==> config.mk <==
export PLATFORM = sky130hd
export DESIGN_NAME = button_uart_tx_flat
export DESIGN_NICKNAME = d
export VERILOG_FILES = /design/src/rtl/button_uart_tx_if.sv /design/src/rtl/button_uart_tx.sv /design/src/flat_wrapper.sv
export SDC_FILE = /design/constraint.sdc
export NUM_CORES = 1
export LEC_CHECK = 0
export ABC_AREA = 1
export ABC_CLOCK_PERIOD_IN_PS = 1500
export BUFFER_PORTS_ARGS = -buffer_cell sky130_fd_sc_hd__buf_2
export CAP_MARGIN = 20
export CELL_PAD_IN_SITES_DETAIL_PLACEMENT = 1
export CELL_PAD_IN_SITES_GLOBAL_PLACEMENT = 1
export CORE_MARGIN = 2
export CORE_UTILIZATION = 40
export CTS_BUF_LIST = sky130_fd_sc_hd__clkbuf_8
export DETAILED_ROUTE_END_ITERATION = 7
export GPL_ROUTABILITY_DRIVEN = 0
export GPL_TIMING_DRIVEN = 0
export PLACE_DENSITY_LB_ADDON = 0.1
export SETUP_SLACK_MARGIN = 0.3
export SLEW_MARGIN = 20
export SYNTH_ARGS = -nofsm -noshare
export SYNTH_HDL_FRONTEND = slang
export SYNTH_SLANG_ARGS = --single-unit
==> constraint.sdc <==
create_clock -name clk -period 1.5 [get_ports clk]
set_input_delay 0.075 -clock clk [delete_from_list [all_inputs] [get_ports clk]]
set_output_delay 0.075 -clock clk [all_outputs]
set_load 0.03 [all_outputs]
==> src/rtl/button_uart_tx_if.sv <==
`default_nettype none
// ============================================================================
// Module      : button_uart_tx_if
// Description : Request/serial-status bundle for the button-triggered UART TX.
// Revision    : 1.0 - initial release
// ============================================================================
interface button_uart_tx_if #(
  parameter int DBITS = 8
);
  logic             start;
  logic [DBITS-1:0] din;
  logic             tx;
  logic             busy;
  logic             tx_done;
  logic             dropped;

  modport master (
    output start,
    output din,
    input  tx,
    input  busy,
    input  tx_done,
    input  dropped
  );

  modport slave (
    input  start,
    input  din,
    output tx,
    output busy,
    output tx_done,
    output dropped
  );
endinterface
`default_nettype wire

==> src/rtl/button_uart_tx.sv <==
`default_nettype none
// ============================================================================
// Module      : button_uart_tx
// Description : Start-pulse triggered 8N1/8N2 UART transmitter with a
//               one-entry pending buffer and overflow (dropped) pulse.
// Revision    : 1.0 - initial release
// ============================================================================
module button_uart_tx #(
  parameter int DBITS        = 8,
  parameter int CLKS_PER_BIT = 868,
  parameter int STOP_BITS    = 1
) (
  input  logic                  clk,
  input  logic                  reset_n,
  button_uart_tx_if.slave       bus
);

  localparam int c_BAUD_W   = (CLKS_PER_BIT > 1) ? $clog2(CLKS_PER_BIT) : 1;
  localparam int c_BIT_W    = (DBITS > 1) ? $clog2(DBITS) : 1;
  localparam int c_STOP_CYC = STOP_BITS * CLKS_PER_BIT;
  localparam int c_STOP_W   = (c_STOP_CYC > 1) ? $clog2(c_STOP_CYC) : 1;

  localparam logic [c_BAUD_W-1:0] c_BAUD_LAST = c_BAUD_W'(CLKS_PER_BIT - 1);
  localparam logic [c_BIT_W-1:0]  c_BIT_LAST  = c_BIT_W'(DBITS - 1);
  localparam logic [c_STOP_W-1:0] c_STOP_LAST = c_STOP_W'(c_STOP_CYC - 1);

  typedef enum logic [1:0] {
    S_IDLE  = 2'd0,
    S_START = 2'd1,
    S_DATA  = 2'd2,
    S_STOP  = 2'd3
  } state_t;

  state_t               state_q,    state_d;
  logic [DBITS-1:0]     shift_q,    shift_d;
  logic [DBITS-1:0]     pend_q,     pend_d;
  logic                 pend_vld_q, pend_vld_d;
  logic [c_BAUD_W-1:0]  baud_q,     baud_d;
  logic [c_BIT_W-1:0]   bit_q,      bit_d;
  logic [c_STOP_W-1:0]  stop_q,     stop_d;
  logic                 tx_q,       tx_d;
  logic                 busy_q,     busy_d;
  logic                 done_q,     done_d;
  logic                 drop_q,     drop_d;
  logic                 w_frame_end;

  assign w_frame_end = (state_q == S_STOP) && (stop_q == c_STOP_LAST);

  always_ff @(posedge clk or negedge reset_n) begin
    if (!reset_n) begin
      state_q    <= S_IDLE;
      shift_q    <= '0;
      pend_q     <= '0;
      pend_vld_q <= 1'b0;
      baud_q     <= '0;
      bit_q      <= '0;
      stop_q     <= '0;
      tx_q       <= 1'b1;
      busy_q     <= 1'b0;
      done_q     <= 1'b0;
      drop_q     <= 1'b0;
    end else begin
      state_q    <= state_d;
      shift_q    <= shift_d;
      pend_q     <= pend_d;
      pend_vld_q <= pend_vld_d;
      baud_q     <= baud_d;
      bit_q      <= bit_d;
      stop_q     <= stop_d;
      tx_q       <= tx_d;
      busy_q     <= busy_d;
      done_q     <= done_d;
      drop_q     <= drop_d;
    end
  end

  always_comb begin
    state_d    = state_q;
    shift_d    = shift_q;
    pend_d     = pend_q;
    pend_vld_d = pend_vld_q;
    baud_d     = baud_q;
    bit_d      = bit_q;
    stop_d     = stop_q;
    done_d     = 1'b0;
    drop_d     = 1'b0;

    case (state_q)
      S_IDLE: begin
        if (bus.start) begin
          shift_d = bus.din;
          baud_d  = '0;
          state_d = S_START;
        end
      end

      S_START: begin
        if (baud_q == c_BAUD_LAST) begin
          baud_d  = '0;
          bit_d   = '0;
          state_d = S_DATA;
        end else begin
          baud_d = baud_q + 1'b1;
        end
      end

      S_DATA: begin
        if (baud_q == c_BAUD_LAST) begin
          baud_d  = '0;
          shift_d = shift_q >> 1;
          if (bit_q == c_BIT_LAST) begin
            bit_d   = '0;
            stop_d  = '0;
            state_d = S_STOP;
          end else begin
            bit_d = bit_q + 1'b1;
          end
        end else begin
          baud_d = baud_q + 1'b1;
        end
      end

      S_STOP: begin
        if (w_frame_end) begin
          stop_d = '0;
          baud_d = '0;
          done_d = 1'b1;
          // A queued byte always wins over a press landing on the last stop cycle.
          if (pend_vld_q) begin
            shift_d    = pend_q;
            pend_vld_d = 1'b0;
            state_d    = S_START;
            drop_d     = bus.start;
          end else if (bus.start) begin
            shift_d = bus.din;
            state_d = S_START;
          end else begin
            state_d = S_IDLE;
          end
        end else begin
          stop_d = stop_q + 1'b1;
        end
      end

      default: state_d = S_IDLE;
    endcase

    if ((state_q != S_IDLE) && !w_frame_end && bus.start) begin
      if (pend_vld_q) begin
        drop_d = 1'b1;
      end else begin
        pend_d     = bus.din;
        pend_vld_d = 1'b1;
      end
    end

    // tx is registered from the next state so the line moves on the same edge as the FSM.
    case (state_d)
      S_START: tx_d = 1'b0;
      S_DATA:  tx_d = shift_d[0];
      default: tx_d = 1'b1;
    endcase

    busy_d = (state_d != S_IDLE) || pend_vld_d;
  end

  assign bus.tx      = tx_q;
  assign bus.busy    = busy_q;
  assign bus.tx_done = done_q;
  assign bus.dropped = drop_q;

endmodule
`default_nettype wire

==> src/flat_wrapper.sv <==
// flat-port wrapper written by rule: the top's interface ports become plain ports
module button_uart_tx_flat 
#(
  parameter int DBITS        = 8,
  parameter int CLKS_PER_BIT = 868,
  parameter int STOP_BITS    = 1
)
  (clk, reset_n, bus_start, bus_din, bus_tx, bus_busy, bus_tx_done, bus_dropped);
  button_uart_tx_if #(.DBITS(DBITS)) bus_i ();
  input  logic clk;
  input  logic reset_n;
  input wire logic [$bits(bus_i.start)-1:0] bus_start;
  input wire logic [$bits(bus_i.din)-1:0] bus_din;
  output wire logic [$bits(bus_i.tx)-1:0] bus_tx;
  output wire logic [$bits(bus_i.busy)-1:0] bus_busy;
  output wire logic [$bits(bus_i.tx_done)-1:0] bus_tx_done;
  output wire logic [$bits(bus_i.dropped)-1:0] bus_dropped;
  assign bus_i.start = bus_start;
  assign bus_i.din = bus_din;
  assign bus_tx = bus_i.tx;
  assign bus_busy = bus_i.busy;
  assign bus_tx_done = bus_i.tx_done;
  assign bus_dropped = bus_i.dropped;
  button_uart_tx #(.DBITS(DBITS), .CLKS_PER_BIT(CLKS_PER_BIT), .STOP_BITS(STOP_BITS)) u_core (.clk(clk), .reset_n(reset_n), .bus(bus_i));
endmodule
==> impl_metrics.ini, run 1 <==
[run_status]
status = complete, but fails checks
violations = setup timing

[hold_path]
min_delay_path_depth = 2
hp-class = input pin to flop
holdPathEnd = u_core.pend_q[7]
min-delay-start = bus_din[7]

[sta]
timing.final.ws_setup_ns = -0.218
max_freq_ghz = 0.582
finalCriticalPeriod_ns = 1.72
finalHoldViolations = 0
setup_viol = 43
tightest_slew_ns = 0.633
timing.final.crit_share = 1.15
grt_setup_unrepaired = yes
timing.slew.headroom = 0.578
skew_ns = 0.0136
slew_violations = 0

[placement]
io_buffer_count = 14
place_ws_ns = -0.332
dpl_cell_area_um2 = 3010
dpl.hpwl_um = 4760

[clock_network]
numCtsBuffers = 5
cts.path.max_buffers = 2
cts_max_level = 2
clk_pin_slew_worst_paths_ns = 0.10
cts_tree = yes
clock-sinks = 46
clock-root-buffer = clkbuf_8
clk-insertion-delay-late_ns = 0.32

[power_and_ir_drop]
powerDensity_nw_per_um2 = 570
power.leakage_nw = 1.79
vdd_drop_max_v = 0.000648

[worst_setup_path]
r2r_start = u_core.baud_q[0]
endpoint_kind = flop
cp_top_family = simple AND/OR/NAND/NOR gates
worst_path_most_repeated_cell = nor2_4
crit_arrival_ns = 1.91
cp_slowest_stage_delay_ns = 0.42
timing.rr.end = u_core.stop_q[5]
cp-start-kind = flop
ff2ff_path_depth = 10
r2r_slack_ns = -0.22
critPathSlowestCell = dfrtp_1
crit_type = flop to flop
critPathRequiredTime_ns = 1.69
cp_cell_sequence = ha_4, inv_2, nor2_4, nand2_2, nor2_4, nand3_4, o21ai_4, nand2_1, o21ai_2, a21oi_1
crit_fanout = 4
worst-path-buf-inv = 1

[grt]
grt_pass1_wl_um = 13400
overflow = 0
grt_pass1_vias = 2800
antenna_found_initial = 0
grtUsageTotal = 0.228
grt_max_degree = 47

[route]
first_pass_iters = 4
drc_errors = 0
num_vias = 2652
antenna_left = 0
routedWlPerCell_um = 17.5
drt_iter0_markers = 104
via_per_inst = 5.40
drt-total-wl_um = 8600

[die]
fp-row-count = 29
io_pins = 15
initial_core_util = 0.418
die_w_um = 86.0
die-height_um = 86.0
coreArea_um2 = 6420
die_area_um2 = 7390

[logic_synthesis]
synth_seq_area_share = 0.429
synth_area_leader_cell = dfrtp_1
yosysUniqueCellTypes = 36
synth_nets = 366
syn_avg_cell_area_um2 = 7.79
yosys_warnings = 0
yosysTopAreaCellShare = 0.419
netlist_top_cells_area = dfrtp_1, nand2_1, inv_1
synthesis.area_um2 = 2690
postSynthCellCount = 345
synth-seq-cells = 46

[layout]
fill_cells = 731
antenna_cells = 0
drive_gt1_frac = 0.457
fin_nets = 434
syn2layout_area_growth_pct = 46.7
final_area_um2 = 3940

[job]
max_cap_viol_count = 0
cell families (layout without fill, tap and decap cells):
group	Yosys count	in the layout	share of synthesized area
AO/OA/AOI/OAI	64	64	0.138
XOR/XNOR	6	6	0.0196
adder cells (fa/ha/maj)	10	10	0.0466
buffers and inverters	52	121	0.0810
flip-flops	46	46	0.429
multiplexers	1	1	0.00419
AND/OR/NAND/NOR	166	166	0.281
registers in the layout (all words and copies together), names as in the netlist, 2 cells and up:
register        count
u_core.pend_q       8
u_core.bit_q        3
u_core.baud_q      10
u_core.state_q      2
u_core.stop_q      10
u_core.shift_q      8
routing by layer:
layer  GRT usage  wire length (um)
met1       0.289              3790
met2       0.413              4540
met3      0.0318               171
met4      0.0462                96
met5           0                 0
power breakdown:
| group | internal (mW) | total [mW] | leakage [nW] | switching [mW] |
|---|---|---|---|---|
| combinational | 0.0436 | 0.132 | 1.24 | 0.0887 |
| sequential | 1.27 | 1.28 | 0.515 | 0.0102 |
| clock | 0.335 | 0.836 | 0.0408 | 0.502 |
| total | 1.64 | 2.24 | 1.79 | 0.601 |
per-stage QoR:
stage	total power [mW]	hold slack, ns	instances	util	setup TNS, ns
2_1_floorplan	1.36	-0.221	345	-	-0.0575
5_1_grt	2.32	0.00440	491	0.613	-8.01
6_report	2.24	0.00162	491	0.613	-4.20
4_1_cts	2.24	-0.00404	478	0.566	-2.03
3_5_place_dp	1.42	0.330	436	0.469	-7.13
3_3_place_gp	1.41	0.324	436	0.469	-6.20
cells in the mapped netlist (all sizes together):
library cell  number
ha                10
dfstp              1
inv               47
o31ai              2
a21boi             1
o21a               3
nor3               5
nor2              36
or2                1
o21ai             31
o41ai              1
a22o               2
mux2               1
nand3             26
a32o               1
dfrtp             45
a22oi              1
clkbuf             1
xor2               6
a211oi             1
nor4               2
nand2             87
a21oi             21
nor3b              1
nand4              8
buf                4
cell type report:
cell class	instances	area [um^2]	share of cell area
multi-input cells	247	1820	0.461
clock inverters	3	23.8	0.00603
clock buffers	5	68.8	0.0175
repair buffers	61	531	0.135
flip-flops and latches	46	1150	0.293
plain buffers	5	52.6	0.0133
well taps	77	96.3	0.0245
inverters	47	198	0.0502
cells in the final DEF (no fill, tap or decap), types with 4 or more instances in the layout:
master | Yosys | routed
a21oi_1 | 21 | 12
nand3_2 | 3 | 8
nand3_4 | 0 | 5
xor2_1 | 6 | 6
nand4_1 | 7 | 7
nor2_4 | 0 | 15
nand2_2 | 1 | 20
nand2_4 | 1 | 5
inv_1 | 43 | 32
nor2_2 | 6 | 5
o21ai_0 | 20 | 4
nand2_1 | 85 | 62
dfrtp_1 | 45 | 43
inv_4 | 0 | 5
ha_4 | 0 | 6
buf_4 | 2 | 34
ha_1 | 10 | 4
inv_2 | 4 | 8
buf_2 | 0 | 13
o21ai_1 | 7 | 14
a21oi_2 | 0 | 9
nor2_1 | 30 | 16
o21ai_2 | 4 | 10
buf_6 | 2 | 11
clkbuf_8 | 0 | 5
nand3_1 | 23 | 13
timing repair:
item	4_1_cts	5_1_grt
setup buffers	31	12
gates cloned	3	0
resized for setup	61	56
hold endpoints to repair	11	45
setup endpoints to repair	45	45
pin swaps	17	25
worst max-delay path by stage:
stage | slack (ns) | start | cells after the start | end
finish | -0.22 | u_core.baud_q[0] | 10 | u_core.stop_q[5]
global route | -0.32 | u_core.baud_q[0] | 10 | u_core.stop_q[5]
CTS | -0.11 | u_core.baud_q[1] | 11 | u_core.stop_q[5]
detailed placement | -0.33 | u_core.stop_q[0] | 7 | u_core.shift_q[7]
global placement | -0.30 | u_core.stop_q[0] | 7 | u_core.shift_q[4]
floorplan | -0.04 | u_core.stop_q[0] | 6 | u_core.pend_q[7]
No activity file was read; power rests on OpenSTA's default activity.
==> run 2: changes to the inputs <==
--- a/config.mk
+++ b/config.mk
@@ -19,6 +19,7 @@
 export GPL_TIMING_DRIVEN = 0
 export PLACE_DENSITY_LB_ADDON = 0.1
 export SETUP_SLACK_MARGIN = 0.3
+export SKIP_LAST_GASP = 1
 export SLEW_MARGIN = 20
 export SYNTH_ARGS = -nofsm -noshare
 export SYNTH_HDL_FRONTEND = slang
==> impl_metrics.ini, run 2 (synthesis gave the netlist of run 1 again) <==
[run_status]
status = complete, but fails checks
violations = setup timing

[worst_setup_path]
worst-path-buf-inv = 2
cp_top_family = simple AND/OR/NAND/NOR gates
crit_type = flop to flop
crit_fanout = 7
endpoint_kind = flop
cp_slowest_stage_delay_ns = 0.44
crit_arrival_ns = 2.00
critPathRequiredTime_ns = 1.73
critPathSlowestCell = dfrtp_1
cp-start-kind = flop
cp_cell_sequence = ha_4, nand2_2, nor2_2, nand3_2, nand2_4, buf_6, nand3_4, nor2_4, clkinv_4, o21ai_2

[clock_network]
clock-sinks = 46
clk_pin_slew_worst_paths_ns = 0.11
numCtsBuffers = 5
cts_tree = yes
clock-root-buffer = clkbuf_8
cts.path.max_buffers = 2
clk-insertion-delay-late_ns = 0.31
cts_max_level = 2

[grt]
overflow = 0
grt_max_degree = 47
grt_pass1_wl_um = 13300
antenna_found_initial = 0
grtUsageTotal = 0.225
grt_pass1_vias = 2761

[placement]
place_ws_ns = -0.332
dpl.hpwl_um = 4760
io_buffer_count = 14

[sta]
finalCriticalPeriod_ns = 1.77
timing.final.ws_setup_ns = -0.270
skew_ns = 0.0149
max_freq_ghz = 0.565
timing.slew.headroom = 0.596
finalHoldViolations = 0
slew_violations = 0
tightest_slew_ns = 0.606
timing.final.crit_share = 1.18
setup_viol = 45
grt_setup_unrepaired = yes

[route]
via_per_inst = 5.47
drc_errors = 0
drt_iter0_markers = 107
routedWlPerCell_um = 19.1
drt-total-wl_um = 9360
first_pass_iters = 4
num_vias = 2673
antenna_left = 0

[power_and_ir_drop]
powerDensity_nw_per_um2 = 568
vdd_drop_max_v = 0.000540
netSwitchingFraction = 0.266
power.switching_uw = 595
power.leakage_nw = 1.79
power_frac_clock = 0.371
p_seq_frac = 0.570
p_int_mw = 1.64
power_frac_comb = 0.059
power_mw = 2.24

[die]
fp-row-count = 29
initial_core_util = 0.418
io_pins = 15
coreArea_um2 = 6420
die_area_um2 = 7390
die-height_um = 86.0
die_w_um = 86.0

[layout]
syn2layout_area_growth_pct = 46.7
drive_gt1_frac = 0.461
final_cell_mix = nand2_1, dfrtp_1, inv_1
antenna_cells = 0
reg_top3 = u_core.baud_q x10, u_core.stop_q x10
fin_nets = 432
layout_commonest_cell = nand2_1

[job]
max_cap_viol_count = 0

[hold_path]
hp-class = input pin to flop
[run 2: what timing repair did]
| action | in CTS | in global routing |
|---|---|---|
| setup endpoints to repair | 45 | 45 |
| endpoints found under the hold margin | 11 | 45 |
| gates cloned | 3 | 0 |
| pin swaps | 17 | 30 |
| gates resized for setup | 53 | 60 |
| setup buffers | 31 | 10 |
[run 2: metal layers]
layer / vias up / global-route usage / wire (um) / share of wire
met5: - / 0 / 0 / 0
met1: 1349 / 0.291 / 4060 / 0.43
li1: 1271 / - / - / -
met2: 37 / 0.405 / 4920 / 0.53
met3: 16 / 0.0289 / 151 / 0.016
met4: 0 / 0.0390 / 225 / 0.024
[run 2: path summary, 6_finish.rpt]
kind                             startpoint                 to  slack (ns)  cells after the start
hold / removal                   bus_din[6]   u_core.pend_q[6]       0.005                      3
setup reg to reg           u_core.stop_q[0]  u_core.shift_q[1]       -0.27                     10
min in group asynchronous           reset_n   u_core.stop_q[0]        0.31                      2
hold reg to reg            u_core.pend_q[0]   u_core.pend_q[0]        0.52                      2
setup / recovery           u_core.stop_q[0]  u_core.shift_q[1]       -0.27                     10
max in group asynchronous           reset_n  u_core.state_q[0]        0.76                      2
[run 2: metrics by stage]
step	TNS [ns]	instances	instance area [um^2]	util	hold WS (ns)
global route	-9.20	489	3940	0.614	0.0134
CTS	-2.10	478	3610	0.561	-0.00404
finish	-5.64	489	3940	0.614	0.00469
global placement	-6.20	436	3010	0.469	0.324
floorplan	-0.0575	345	2850	-	-0.221
detailed placement	-7.13	436	3010	0.469	0.330
[run 2: area by class of cell]
| cell class | count | area [um^2] |
|---|---|---|
| fillers | 740 | 2480 |
| multi-input cells | 247 | 1810 |
| flip-flops and latches | 46 | 1150 |
| repair buffers | 59 | 528 |
| inverters | 47 | 203 |
| well taps | 77 | 96.3 |
| clock buffers | 5 | 68.8 |
| plain buffers | 5 | 52.6 |
| clock inverters | 3 | 23.8 |
[run 2: worst register-to-register path, delay by kind of cell (launching register included)]
kind                     cells  cell delay (ns)
adder cells (fa/ha/maj)      1             0.20
AO/OA/AOI/OAI                1             0.18
buffers and inverters        2             0.23
flip-flops                   1             0.44
AND/OR/NAND/NOR              6             0.63
[run 2: power groups by stage]
stage / clock (mW) / sequential (mW) / combinational [mW]
after global routing: 0.901 / 1.28 / 0.149
after global placement: 0 / 1.30 / 0.116
after CTS: 0.838 / 1.27 / 0.121
after floorplan: 0 / 1.30 / 0.0578
after detailed placement: 0 / 1.30 / 0.118
final: 0.831 / 1.28 / 0.132
==> run 3: changes to the inputs <==
--- a/config.mk
+++ b/config.mk
@@ -7,7 +7,7 @@
 export LEC_CHECK = 0
 export ABC_AREA = 1
 export ABC_CLOCK_PERIOD_IN_PS = 1500
-export BUFFER_PORTS_ARGS = -buffer_cell sky130_fd_sc_hd__buf_2
+export BUFFER_PORTS_ARGS = -buffer_cell sky130_fd_sc_hd__clkbuf_2
 export CAP_MARGIN = 20
 export CELL_PAD_IN_SITES_DETAIL_PLACEMENT = 1
 export CELL_PAD_IN_SITES_GLOBAL_PLACEMENT = 1
@@ -17,6 +17,7 @@
 export DETAILED_ROUTE_END_ITERATION = 7
 export GPL_ROUTABILITY_DRIVEN = 0
 export GPL_TIMING_DRIVEN = 0
+export MAX_ROUTING_LAYER = met4
 export PLACE_DENSITY_LB_ADDON = 0.1
 export SETUP_SLACK_MARGIN = 0.3
 export SKIP_LAST_GASP = 1
==> impl_metrics.ini, run 3 (synthesis gave the netlist of run 1 again) <==
[sta]
skew_ns = 0.00919
tightest_slew_ns = 0.660
slew_violations = 0
grt_setup_unrepaired = yes
timing.slew.headroom = 0.560
timing.final.ws_setup_ns = -0.279
finalCriticalPeriod_ns = 1.78
timing.final.crit_share = 1.19
finalHoldViolations = 0
setup_viol = 42
max_freq_ghz = 0.562
hold_ws_ns = 0.00859

[die]
die_area_um2 = 7390
die-height_um = 86.0
coreArea_um2 = 6420
die_w_um = 86.0
initial_core_util = 0.418
io_pins = 15
fp-row-count = 29

[layout]
final_core_util = 0.590
reg_top3 = u_core.baud_q x10, u_core.stop_q x10
fill_cells = 758
syn2layout_area_growth_pct = 40.9
fin_nets = 433
layout_commonest_cell = nand2_1
final_cell_mix = nand2_1, dfrtp_1, inv_1, buf_4
instances_no_fill = 490
drive_gt1_frac = 0.402
antenna_cells = 0

[hold_path]
min_delay_path_depth = 3
min-delay-start = bus_din[6]
holdPathEnd = u_core.pend_q[6]
hp-class = input pin to flop

[worst_setup_path]
timing.rr.end = u_core.stop_q[9]
ff2ff_path_depth = 8
endpoint_kind = flop
cp-startpoint = u_core.stop_q[4]
r2r_start = u_core.stop_q[4]
critPathRequiredTime_ns = 1.71
crit_type = flop to flop
cp_slowest_stage_delay_ns = 0.45
worst_path_most_repeated_cell = nand2_1
cp-start-kind = flop
r2r_slack_ns = -0.28
crit_fanout = 4
critPathSlowestCell = dfrtp_1
cp_cell_sequence = inv_2, buf_4, nor4_1, nand4_1, nand2_1, nor2_1, nand3_1, nand2_1
crit_arrival_ns = 1.98

[grt]
grtUsageTotal = 0.238
grt_pass1_vias = 2804
grt_max_degree = 47
grt_pass1_wl_um = 13500
overflow = 0
antenna_found_initial = 0

[clock_network]
cts_max_level = 2
clock-root-buffer = clkbuf_8
clock-sinks = 46
clk_pin_slew_worst_paths_ns = 0.10
cts_tree = yes
cts.path.max_buffers = 2
numCtsBuffers = 5
clk-insertion-delay-late_ns = 0.31

[power_and_ir_drop]
powerDensity_nw_per_um2 = 587
power_mw = 2.22
vdd_drop_max_v = 0.000521
power.leakage_nw = 1.75

[route]
drt-total-wl_um = 8800
via_per_inst = 5.46
routedWlPerCell_um = 18.0
drc_errors = 0
first_pass_iters = 4
drt_iter0_markers = 89
num_vias = 2674
antenna_left = 0

[run_status]
violations = setup timing
status = complete, but fails checks

[job]
max_cap_viol_count = 0

[placement]
io_buffer_count = 14
dp.cells = 436
dpl.hpwl_um = 4810
place_ws_ns = -0.338
-- run 3: layer usage --
| layer | track usage | routed length (um) |
|---|---|---|
| met2 | 0.386 | 4370 |
| met3 | 0.0356 | 330 |
| met1 | 0.307 | 3870 |
| met5 | - | 0 |
| met4 | 0.0693 | 233 |
-- run 3: critical path: cells and delay by family, from the launching register on --
family / cells / cell delay, ns
buffers and inverters: 2 / 0.24
DFF: 1 / 0.45
and+or+nand+nor: 6 / 0.99
-- run 3: worst max-delay path by stage --
| stage | slack [ns] | cells after the start | to |
|---|---|---|---|
| 6_report | -0.28 | 8 | u_core.stop_q[9] |
| 5_1_grt | -0.34 | 8 | u_core.stop_q[9] |
| 4_1_cts | -0.13 | 10 | u_core.baud_q[8] |
| 3_5_place_dp | -0.34 | 7 | u_core.shift_q[7] |
| 3_3_place_gp | -0.30 | 7 | u_core.shift_q[4] |
| 2_1_floorplan | -0.04 | 6 | u_core.pend_q[7] |
-- run 3: what timing repair did --
item                                    CTS  global route
setup buffers                            29            11
endpoints found under the setup margin   45            46
gates resized for setup                  39            41
endpoints found under the hold margin    46             0
pin swaps                                13            17
hold buffers                              2             0
gates cloned                              4             0
-- run 3: cell type report --
class | count | area (um^2) | share of cell area
Buffer | 5 | 52.6 | 0.0139
Clock buffer | 5 | 68.8 | 0.0182
Clock inverter | 3 | 23.8 | 0.00628
Inverter | 47 | 193 | 0.0509
Multi-Input combinational cell | 247 | 1700 | 0.448
Sequential cell | 46 | 1150 | 0.305
Tap cell | 77 | 96.3 | 0.0254
Timing Repair Buffer | 59 | 492 | 0.130
Timing Repair inverter | 1 | 7.51 | 0.00198
-- run 3: stage by stage --
| stage | area (um^2) | TNS (ns) |
|---|---|---|
| after floorplan | 2850 | -0.0575 |
| final | 3790 | -5.80 |
| after global placement | 3010 | -6.19 |
| after CTS | 3570 | -2.82 |
| after global routing | 3790 | -9.93 |
| after detailed placement | 3020 | -7.48 |
-- run 3: power by group --
group          internal [mW]  switching, mW
combinational         0.0450         0.0824
sequential              1.27        0.00933
clock                  0.334          0.484
